`src/rtl/pc_unit.sv`:
```
// Program counter with stall, branch, branch-with-link and return, backed by a
// circular return-address stack that reports full/empty and sticky overflow/underflow.
module pc_unit #(
    parameter int                 WIDTH        = 32,
    parameter int                 STEP         = 4,
    parameter logic [WIDTH-1:0]   RESET_VECTOR = '0,
    parameter int                 RAS_DEPTH    = 4
) (
    input  logic                         clk,
    input  logic                         rst_n,
    input  logic                         stall,
    input  logic                         branch,
    input  logic                         link,
    input  logic [WIDTH-1:0]             branch_target,
    input  logic                         ret,
    input  logic                         err_clr,
    output logic [WIDTH-1:0]             pc,
    output logic [WIDTH-1:0]             pc_plus,
    output logic [$clog2(RAS_DEPTH):0]   ras_count,
    output logic                         ras_full,
    output logic                         ras_empty,
    output logic                         ras_ovf,
    output logic                         ras_unf
);

    localparam int               PW     = $clog2(RAS_DEPTH);
    localparam int               CW     = PW + 1;
    localparam logic [WIDTH-1:0] STEP_W = WIDTH'(STEP);
    localparam logic [CW-1:0]    DEPTH_C = CW'(RAS_DEPTH);

    logic [WIDTH-1:0] pc_q, pc_d;
    logic [PW-1:0]    sp_q, sp_d;
    logic [CW-1:0]    cnt_q, cnt_d;
    logic             ovf_q, ovf_d;
    logic             unf_q, unf_d;
    logic [WIDTH-1:0] stack_q [RAS_DEPTH];

    logic             do_push;
    logic             do_pop;
    logic             ret_empty;
    logic [PW-1:0]    top_idx;

    assign pc_plus   = pc_q + STEP_W;
    assign ras_full  = (cnt_q == DEPTH_C);
    assign ras_empty = (cnt_q == '0);
    assign top_idx   = sp_q - PW'(1);

    // A branch always wins over ret, so a coincident ret neither pops nor flags.
    assign do_push   = !stall && branch && link;
    assign do_pop    = !stall && !branch && ret && !ras_empty;
    assign ret_empty = !stall && !branch && ret && ras_empty;

    always_comb begin
        pc_d = pc_plus;
        if (stall)
            pc_d = pc_q;
        else if (branch)
            pc_d = branch_target;
        else if (do_pop)
            pc_d = stack_q[top_idx];

        sp_d  = sp_q;
        cnt_d = cnt_q;
        if (do_push) begin
            sp_d = sp_q + PW'(1);
            if (!ras_full)
                cnt_d = cnt_q + CW'(1);
        end else if (do_pop) begin
            sp_d  = top_idx;
            cnt_d = cnt_q - CW'(1);
        end

        // Setting beats clearing when both happen on the same edge.
        ovf_d = ovf_q;
        if (err_clr)
            ovf_d = 1'b0;
        if (do_push && ras_full)
            ovf_d = 1'b1;

        unf_d = unf_q;
        if (err_clr)
            unf_d = 1'b0;
        if (ret_empty)
            unf_d = 1'b1;
    end

    always_ff @(posedge clk or negedge rst_n) begin
        if (!rst_n) begin
            pc_q  <= RESET_VECTOR;
            sp_q  <= '0;
            cnt_q <= '0;
            ovf_q <= 1'b0;
            unf_q <= 1'b0;
        end else begin
            pc_q  <= pc_d;
            sp_q  <= sp_d;
            cnt_q <= cnt_d;
            ovf_q <= ovf_d;
            unf_q <= unf_d;
        end
    end

    // Entry storage needs no reset; a push while full overwrites the oldest slot.
    always_ff @(posedge clk) begin
        if (do_push)
            stack_q[sp_q] <= pc_plus;
    end

    assign pc        = pc_q;
    assign ras_count = cnt_q;
    assign ras_ovf   = ovf_q;
    assign ras_unf   = unf_q;

endmodule

```
`config.mk`:
```
export PLATFORM = sky130hd
export DESIGN_NAME = pc_unit
export DESIGN_NICKNAME = d
export VERILOG_FILES = /design/src/rtl/pc_unit.sv
export SDC_FILE = /design/constraint.sdc
export NUM_CORES = 1
export LEC_CHECK = 0
export ABC_AREA = 1
export CAP_MARGIN = 25
export CELL_PAD_IN_SITES_DETAIL_PLACEMENT = 0
export CELL_PAD_IN_SITES_GLOBAL_PLACEMENT = 1
export CORE_AREA = 3 3 166 120
export CTS_BUF_LIST = sky130_fd_sc_hd__clkbuf_2
export DETAILED_ROUTE_END_ITERATION = 12
export DIE_AREA = 0 0 169 123
export GPL_TIMING_DRIVEN = 1
export HOLD_SLACK_MARGIN = 0.15
export PLACE_DENSITY = 0.93
export SLEW_MARGIN = 25
export SYNTH_ARGS = -nofsm -noshare
export SYNTH_HDL_FRONTEND = slang
export SYNTH_SLANG_ARGS = --single-unit
```
`constraint.sdc`:
```
create_clock -name clk -period 3.7 [get_ports clk]
set_clock_uncertainty 0.05 [all_clocks]
set_input_delay 0.37 -clock clk [delete_from_list [all_inputs] [get_ports clk]]
set_output_delay 0.37 -clock clk [all_outputs]
set_load 0.01 [all_outputs]
```
==> impl_results.rst, run 1 <==
.. list-table::
   :header-rows: 1

   * - Metric
     - Value
   * - Final #Nets
     - a little over 1000
   * - Count of flip-flops with a built-in enable after synthesis
     - roughly 130
   * - DR WL/cell
     - 17.5 um
   * - Flops & latches, synth
     - around 170
   * - Synth Cell Area
     - approximately 8100 um2
   * - Count of unique library cells instantiated by Yosys
     - 36
   * - Most instantiated library cell after synthesis
     - nand2_1
   * - Post-synth top area share
     - 47.7%
   * - Warning count from the yosys run
     - 0
   * - Cells after DPL
     - 1198
   * - Leakage Power
     - 3.78 nW
   * - Number of buffers between clock root and the deepest sink
     - 2
   * - RePlAce Congestion
     - ~0.84
   * - Area inside the core boundary
     - 18600 um2
   * - Root Driver
     - clkbuf_2
   * - Met1 Track Usage GR
     - roughly a third
   * - Most area-hungry cell type in the Yosys netlist
     - edfxtp_1
   * - Required time worst endpoint
     - roughly 3.3 ns
   * - Post-CTS setup buffers
     - 0
   * - Sequential share of the synthesized area
     - 59.8%
   * - Fill cell total of the finished layout
     - 1736
   * - Worst Path Class, Setup
     - flip-flop to primary output
   * - Number of iterations in the first detailed-routing pass
     - 5
   * - Nets in the synthesized netlist
     - around 900
   * - Area growth from synthesis to final layout
     - 20.5%
   * - Kind of start point of the critical path
     - flip-flop
   * - Global-route wire length before repair
     - 33.6 mm
   * - Critical-path maximum fanout
     - 6
   * - Area used by multi-input combinational logic
     - between 2000 and 3000 um2
   * - Cells after synthesis
     - 870
   * - H-Tree Depth
     - 4
   * - Number of global-route vias before repair
     - 5978
   * - Pwr Density
     - 617 nW/um2
   * - Ports placed on the boundary
     - 110
   * - Final setup viols
     - 0
   * - Min cycle time layout
     - 3.32 ns
   * - Setup slack, reg-to-reg
     - 1.05 ns
   * - Register area
     - 4820 um2
   * - Most Crowded Layer GR
     - met1
   * - Number of vias in the routed layout
     - 6420
   * - Average size of a mapped cell
     - 9.27 um2
   * - Worst Tran Pin Value
     - 0.899 ns
   * - Via density per instance
     - 5.17
   * - Layout cell share with drive strength beyond 1
     - 7.50%
   * - Worst slew margin relative to its limit
     - roughly 40%
   * - Clock latency reported for the late side of the worst-skew pair
     - about 0.74 ns
   * - Biggest area contributors in the synthesized netlist
     - edfxtp_1 48%, dfrtp_1 12%, nand2_1 9.0%, nor2_1 8.1%, o21ai_0 6.5%
   * - Clock transition at the registers of the reported paths
     - 0.25 ns
   * - Fin cells
     - 1242
   * - Final count of hold timing violations
     - 0
   * - FFs w/ async S/R, synth
     - 23.4%
   * - TritonCTS Buffers
     - 17
   * - Number of max-cap violations
     - 0
   * - Count of unresolved DRC violations after routing
     - 0
   * - Aggregate global routing overflow
     - 0
   * - Most used DFF post-synth
     - edfxtp_1
   * - Floorplan row count
     - 42
   * - Number of antenna violations at the first check in global routing
     - 0
   * - Pin count of the biggest net entering global routing
     - 67
   * - Width of the die
     - ~170 um
   * - Endpoint class of the critical path
     - primary output
   * - Height of the die
     - 123 um
   * - Number of clock sinks seen by CTS
     - 167
   * - Die area
     - around 21000 um2
   * - Data arrival, critical path
     - 2.90 ns
   * - Total wirelength of the detailed-routed design
     - 21.8 mm
   * - Detailed placer's ending HPWL
     - 14.7 mm
   * - Met3 Usage GRT
     - 4.99%
   * - Count of antenna diodes in the layout
     - 0
   * - Outcome
     - complete, no violations
   * - IO Port Bufs
     - roughly 110
   * - Effective utilization at floorplan
     - between 40% and 50%
   * - Share of the cycle needed by the critical path after routing
     - 89.7%
   * - Leading cell types by count after synthesis
     - 194 x nand2_1, 175 x nor2_1, 128 x edfxtp_1
   * - Worst vdd ir
     - 0.427 mV
   * - CTS tree
     - built
   * - Final number of max-transition violations
     - 0
   * - Path class of the lowest-slack min-delay path
     - input pin to flip-flop
   * - Peak Freq
     - 0.301 GHz
   * - Antenna violation net count after detailed routing
     - 0
   * - Aggregate negative setup slack
     - 0 ns
   * - Overall fraction of global-route tracks in use
     - about a fifth
   * - Number of violations reported at the end of detailed-routing iteration 0
     - 728
   * - GR Layer Usage met2
     - 31.8%
   * - RSZ-0062 raised after global routing
     - no
==> kinds of logic (layout without fill, tap and decap cells) <==
logic type	count (synthesis)	in the layout	share of synthesized area, %
simple gates	435	435	22.4
flops	167	167	59.8
compound gates	140	140	9.35
buf+inv	112	242	6.21
xor+xnor	10	10	1.26
fa+ha+maj	6	6	1.02
==> per-layer routing <==
| layer | up-vias | routed length, um |
|---|---|---|
| li1 | 3108 | - |
| met1 | 3047 | 10400 |
| met2 | 240 | 9480 |
| met3 | 25 | 1610 |
| met4 | 0 | 241 |
| met5 | - | 0 |
==> power breakdown <==
group | total, W | internal [W] | switching, W | leakage (nW)
sequential | 0.00251 | 0.00230 | 0.000215 | 1.65
clock | 0.000989 | 0.000322 | 0.000667 | 0.147
combinational | 0.00249 | 0.000933 | 0.00156 | 1.98
==> timing repair <==
action | 4_1_cts | 5_1_grt
gates resized for setup | 0 | 1
hold buffers | 11 | 1
setup endpoints to repair | 0 | 1
hold endpoints to repair | 48 | 39
==> worst max-delay path: stages, from the launching register on <==
cell and delay [ns]:
dfrtp_1 0.46, ha_1 0.24, nand2_1 0.08, nor2_2 0.13, nand2_2 0.13, nor2_2 0.24
nand3_1 0.13, nand2_1 0.20, clkdlybuf4s50_1 0.57
==> final cells by class <==
type / count / share of cell area, %
Tap cell: 242 / 3.12
Multi-Input combinational cell: 591 / 28.4
Clock buffer: 18 / 0.927
Clock inverter: 14 / 1.56
Timing Repair Buffer: 134 / 13.4
Inverter: 76 / 2.99
Sequential cell: 167 / 49.6
==> stage by stage <==
stage               total power [W]  instance area [um2]  util [%]  setup WS, ns  hold slack, ns
finish                      0.00600                 9720      52.4         0.380           0.231
global route                0.00642                 9720      52.4        0.0263           0.158
CTS                         0.00602                 9700      52.3         0.215           0.171
detailed placement          0.00503                 9350      50.4          1.07           0.468
global placement            0.00496                 9350      50.4          1.12           0.463
floorplan                   0.00404                 8070         -         0.866          0.0244
==> path summary, 6_finish.rpt <==
check	to	cells after the start	start
min in group asynchronous	pc[11]	3	rst_n
worst min register to register	ras_unf	2	ras_unf
max in group asynchronous	sp_q[0]	3	rst_n
worst max register to register	pc[24]	10	sp_q[1]
worst min-delay path	pc[31]	5	branch_target[31]
worst max-delay path	pc_plus[22]	8	pc[3]
==> flip-flops by register name (all words and copies together), names as in the netlist <==
| name | cells |
|---|---|
| ras_ovf | 1 |
| ras_unf | 1 |
| ras_count | 3 |
| sp_q | 2 |
| stack_q | 128 |
| pc | 32 |
==> cell usage in the layout, fill, tap and decap left out, types with 2 or more instances in the layout <==
cell,synthesis,layout
clkinv_2,0,2
clkdlybuf4s50_1,0,108
o21ai_0,105,105
nand4_1,5,5
nand2_2,4,4
nand2_1,194,194
nor2_2,5,10
a31oi_1,2,2
bufinv_16,0,2
nor3_1,2,2
inv_1,70,70
nand2_4,2,2
inv_8,0,2
inv_2,4,4
clkinv_1,1,3
o21bai_1,5,5
a22o_1,3,3
dfrtp_1,39,38
nor2_4,6,6
o22ai_1,5,5
nand3_1,39,39
nor3_4,2,2
buf_4,4,14
dlygate4sd3_1,0,12
nor2_1,175,170
o211ai_1,2,2
o21ai_1,17,17
ha_1,5,5
clkbuf_2,1,18
clkinv_4,1,5
edfxtp_1,128,128
xor2_1,8,8
(Power assumes the default switching activity.)
==> run 2: changes to the inputs <==
--- a/config.mk
+++ b/config.mk
@@ -9,10 +9,10 @@
 export CAP_MARGIN = 25
 export CELL_PAD_IN_SITES_DETAIL_PLACEMENT = 0
 export CELL_PAD_IN_SITES_GLOBAL_PLACEMENT = 1
-export CORE_AREA = 3 3 166 120
+export CORE_AREA = 2 2 165 119
 export CTS_BUF_LIST = sky130_fd_sc_hd__clkbuf_2
 export DETAILED_ROUTE_END_ITERATION = 12
-export DIE_AREA = 0 0 169 123
+export DIE_AREA = 0 0 167 121
 export GPL_TIMING_DRIVEN = 1
 export HOLD_SLACK_MARGIN = 0.15
 export PLACE_DENSITY = 0.93
==> run 2 against run 1 <==
Effect of this change:
- setup slack worse by 0.13 ns
- clock power is 5.9% lower
- via count is 1.7% lower
- sequential power hardly changed
- combinational power hardly changed
- critical endpoint unchanged
- highest routed layer unchanged
==> impl_results.rst, run 2 (synthesis results as in run 1) <==
.. list-table::
   :header-rows: 1

   * - Metric
     - Value
   * - Outcome
     - complete, no violations
   * - Die area
     - approximately 20000 um2
   * - Worst r2r path cells
     - 6
   * - Number of violations reported at the end of detailed-routing iteration 0
     - 566
   * - Antenna violation net count after detailed routing
     - 0
   * - Worst Path Class, Setup
     - flip-flop to primary output
   * - Fill cell total of the finished layout
     - 1708
   * - Area growth from synthesis to final layout
     - 19.7%
   * - Worst Tran Pin Value
     - ~0.84 ns
   * - Number of vias in the routed layout
     - 6313
   * - Pin count of the biggest net entering global routing
     - 67
   * - Root Driver
     - clkbuf_2
   * - Required time worst endpoint
     - roughly 3.3 ns
   * - CTS tree
     - built
   * - Peak Freq
     - 0.290 GHz
   * - Endpoint class of the critical path
     - primary output
   * - Worst hold path endpoint
     - pc[6]
   * - Start point of the worst min-delay path
     - branch_target[6]
   * - Ports placed on the boundary
     - 110
   * - Aggregate negative setup slack
     - 0 ns
   * - Number of buffers between clock root and the deepest sink
     - 2
   * - Layout cell share with drive strength beyond 1
     - 7.43%
   * - Min cycle time layout
     - 3.45 ns
   * - Final number of max-transition violations
     - 0
   * - Overall fraction of global-route tracks in use
     - 22.1%
   * - Commonest non-fill, non-tap cells in the layout
     - 194 x nand2_1, 171 x nor2_1, 128 x edfxtp_1, 108 x clkdlybuf4s50_1, 105 x o21ai_0
   * - Number of max-cap violations
     - 0
   * - Leakage Power
     - 3.76 nW
   * - Worst vdd ir
     - roughly 0.40 mV
   * - Number of cells on the worst hold path
     - 3
   * - Number of global-route vias before repair
     - 6090
   * - Detailed placer's ending HPWL
     - 14.1 mm
   * - IO Port Bufs
     - 109
   * - Setup slack, reg-to-reg
     - 1.39 ns
   * - H-Tree Depth
     - 4
   * - RePlAce Congestion
     - 0.860
   * - Pwr Density
     - 613 nW/um2
   * - Floorplan row count
     - 42
   * - Effective utilization at floorplan
     - 43.5%
   * - Overall Power
     - 0.00592 W
   * - RSZ-0062 raised after global routing
     - no
   * - Path class of the lowest-slack min-delay path
     - input pin to flip-flop
   * - Most common library cell in the layout ignoring fill and taps
     - nand2_1
   * - TritonCTS Buffers
     - 17
   * - Register with the most flip-flops
     - stack_q
   * - Pre-CTS setup slack
     - 1.08 ns
   * - Largest register FFs
     - ~130
   * - Post-CTS setup buffers
     - 0
   * - Crit Reg-Reg Endpoint
     - stack_q[2][28]
   * - Clock transition at the registers of the reported paths
     - 0.23 ns
   * - Final WS setup
     - 0.254 ns
   * - Via density per instance
     - 5.10
   * - Final count of hold timing violations
     - 0
   * - Critical-path maximum fanout
     - 6
   * - CTS-repair resized insts
     - 0
   * - R2R Path Start
     - sp_q[0]
   * - Number of antenna violations at the first check in global routing
     - 0
   * - Count of unresolved DRC violations after routing
     - 0
   * - Clock latency reported for the late side of the worst-skew pair
     - 0.74 ns
   * - Final setup viols
     - 0
   * - Height of the die
     - 121 um
   * - Number of iterations in the first detailed-routing pass
     - 5
   * - Kind of start point of the critical path
     - flip-flop
   * - Worst slew margin relative to its limit
     - 44.2%
   * - Count of antenna diodes in the layout
     - 0
   * - DR WL/cell
     - 17.3 um
   * - Share of the cycle needed by the critical path after routing
     - 93.1%
   * - Start point of the critical path
     - pc[3]
   * - Data arrival, critical path
     - 3.03 ns
   * - Final #Nets
     - around 1000
   * - Number of clock sinks seen by CTS
     - 167
   * - Aggregate global routing overflow
     - 0
   * - Total wirelength of the detailed-routed design
     - 21.4 mm
   * - Width of the die
     - 167 um
   * - Area inside the core boundary
     - 18600 um2
   * - Global-route wire length before repair
     - 34.0 mm
-- run 2: metal layers --
metal / global-route usage (%) / up-vias / wire length (um)
li1: - / 3093 / -
met3: 6.10 / 11 / 1860
met4: 4.04 / 0 / 138
met2: 33.3 / 235 / 9330
met5: 0 / - / 0
met1: 32.3 / 2974 / 10100
-- run 2: area by class of cell --
cell class	instances	area (um2)	share of cell area [%]
inverter	76	290	3.01
sequential	167	4820	49.9
tap	242	303	3.14
timing repair buffer	130	1270	13.1
clock inverter	10	108	1.11
clock buffer	22	110	1.14
multi-input combinational	591	2760	28.5
-- run 2: power breakdown --
| part | internal [W] | switching [W] | leakage (nW) |
|---|---|---|---|
| sequential | 0.00230 | 0.000214 | 1.65 |
| combinational | 0.000934 | 0.00154 | 1.97 |
| clock | 0.000317 | 0.000614 | 0.141 |
| total | 0.00355 | 0.00237 | 3.76 |
-- run 2: worst max path at each step --
stage	endpoint	slack (ns)	cells after the start
finish	pc_plus[22]	0.25	8
global route	pc_plus[22]	0.003	8
CTS	pc_plus[22]	0.22	8
detailed placement	pc_plus[22]	1.08	8
global placement	ras_count[2]	1.17	9
floorplan	stack_q[0][0]	0.87	6
-- run 2: what timing repair did --
action | in CTS | in global routing
hold buffers | 6 | 3
endpoints found under the hold margin | 45 | 41
endpoints found under the setup margin | 0 | 0
-- run 2: worst max-delay path: stages (launching register included) --
cell and delay (ns):
dfrtp_1 0.47, ha_1 0.24, nand2_1 0.08, nor2_2 0.12, nand2_2 0.12, nor2_1 0.31
nand3_1 0.16, nand2_1 0.20, clkdlybuf4s50_1 0.58
-- run 2: metrics by stage --
stage	area (um2)	hold WS (ns)	util (%)	cells
after floorplan	8070	0.0244	-	870
after global placement	9350	0.467	50.4	1197
after detailed placement	9350	0.467	50.4	1197
after CTS	9620	0.150	51.9	1235
after global routing	9660	0.167	52.1	1238
final	9660	0.228	52.1	1238
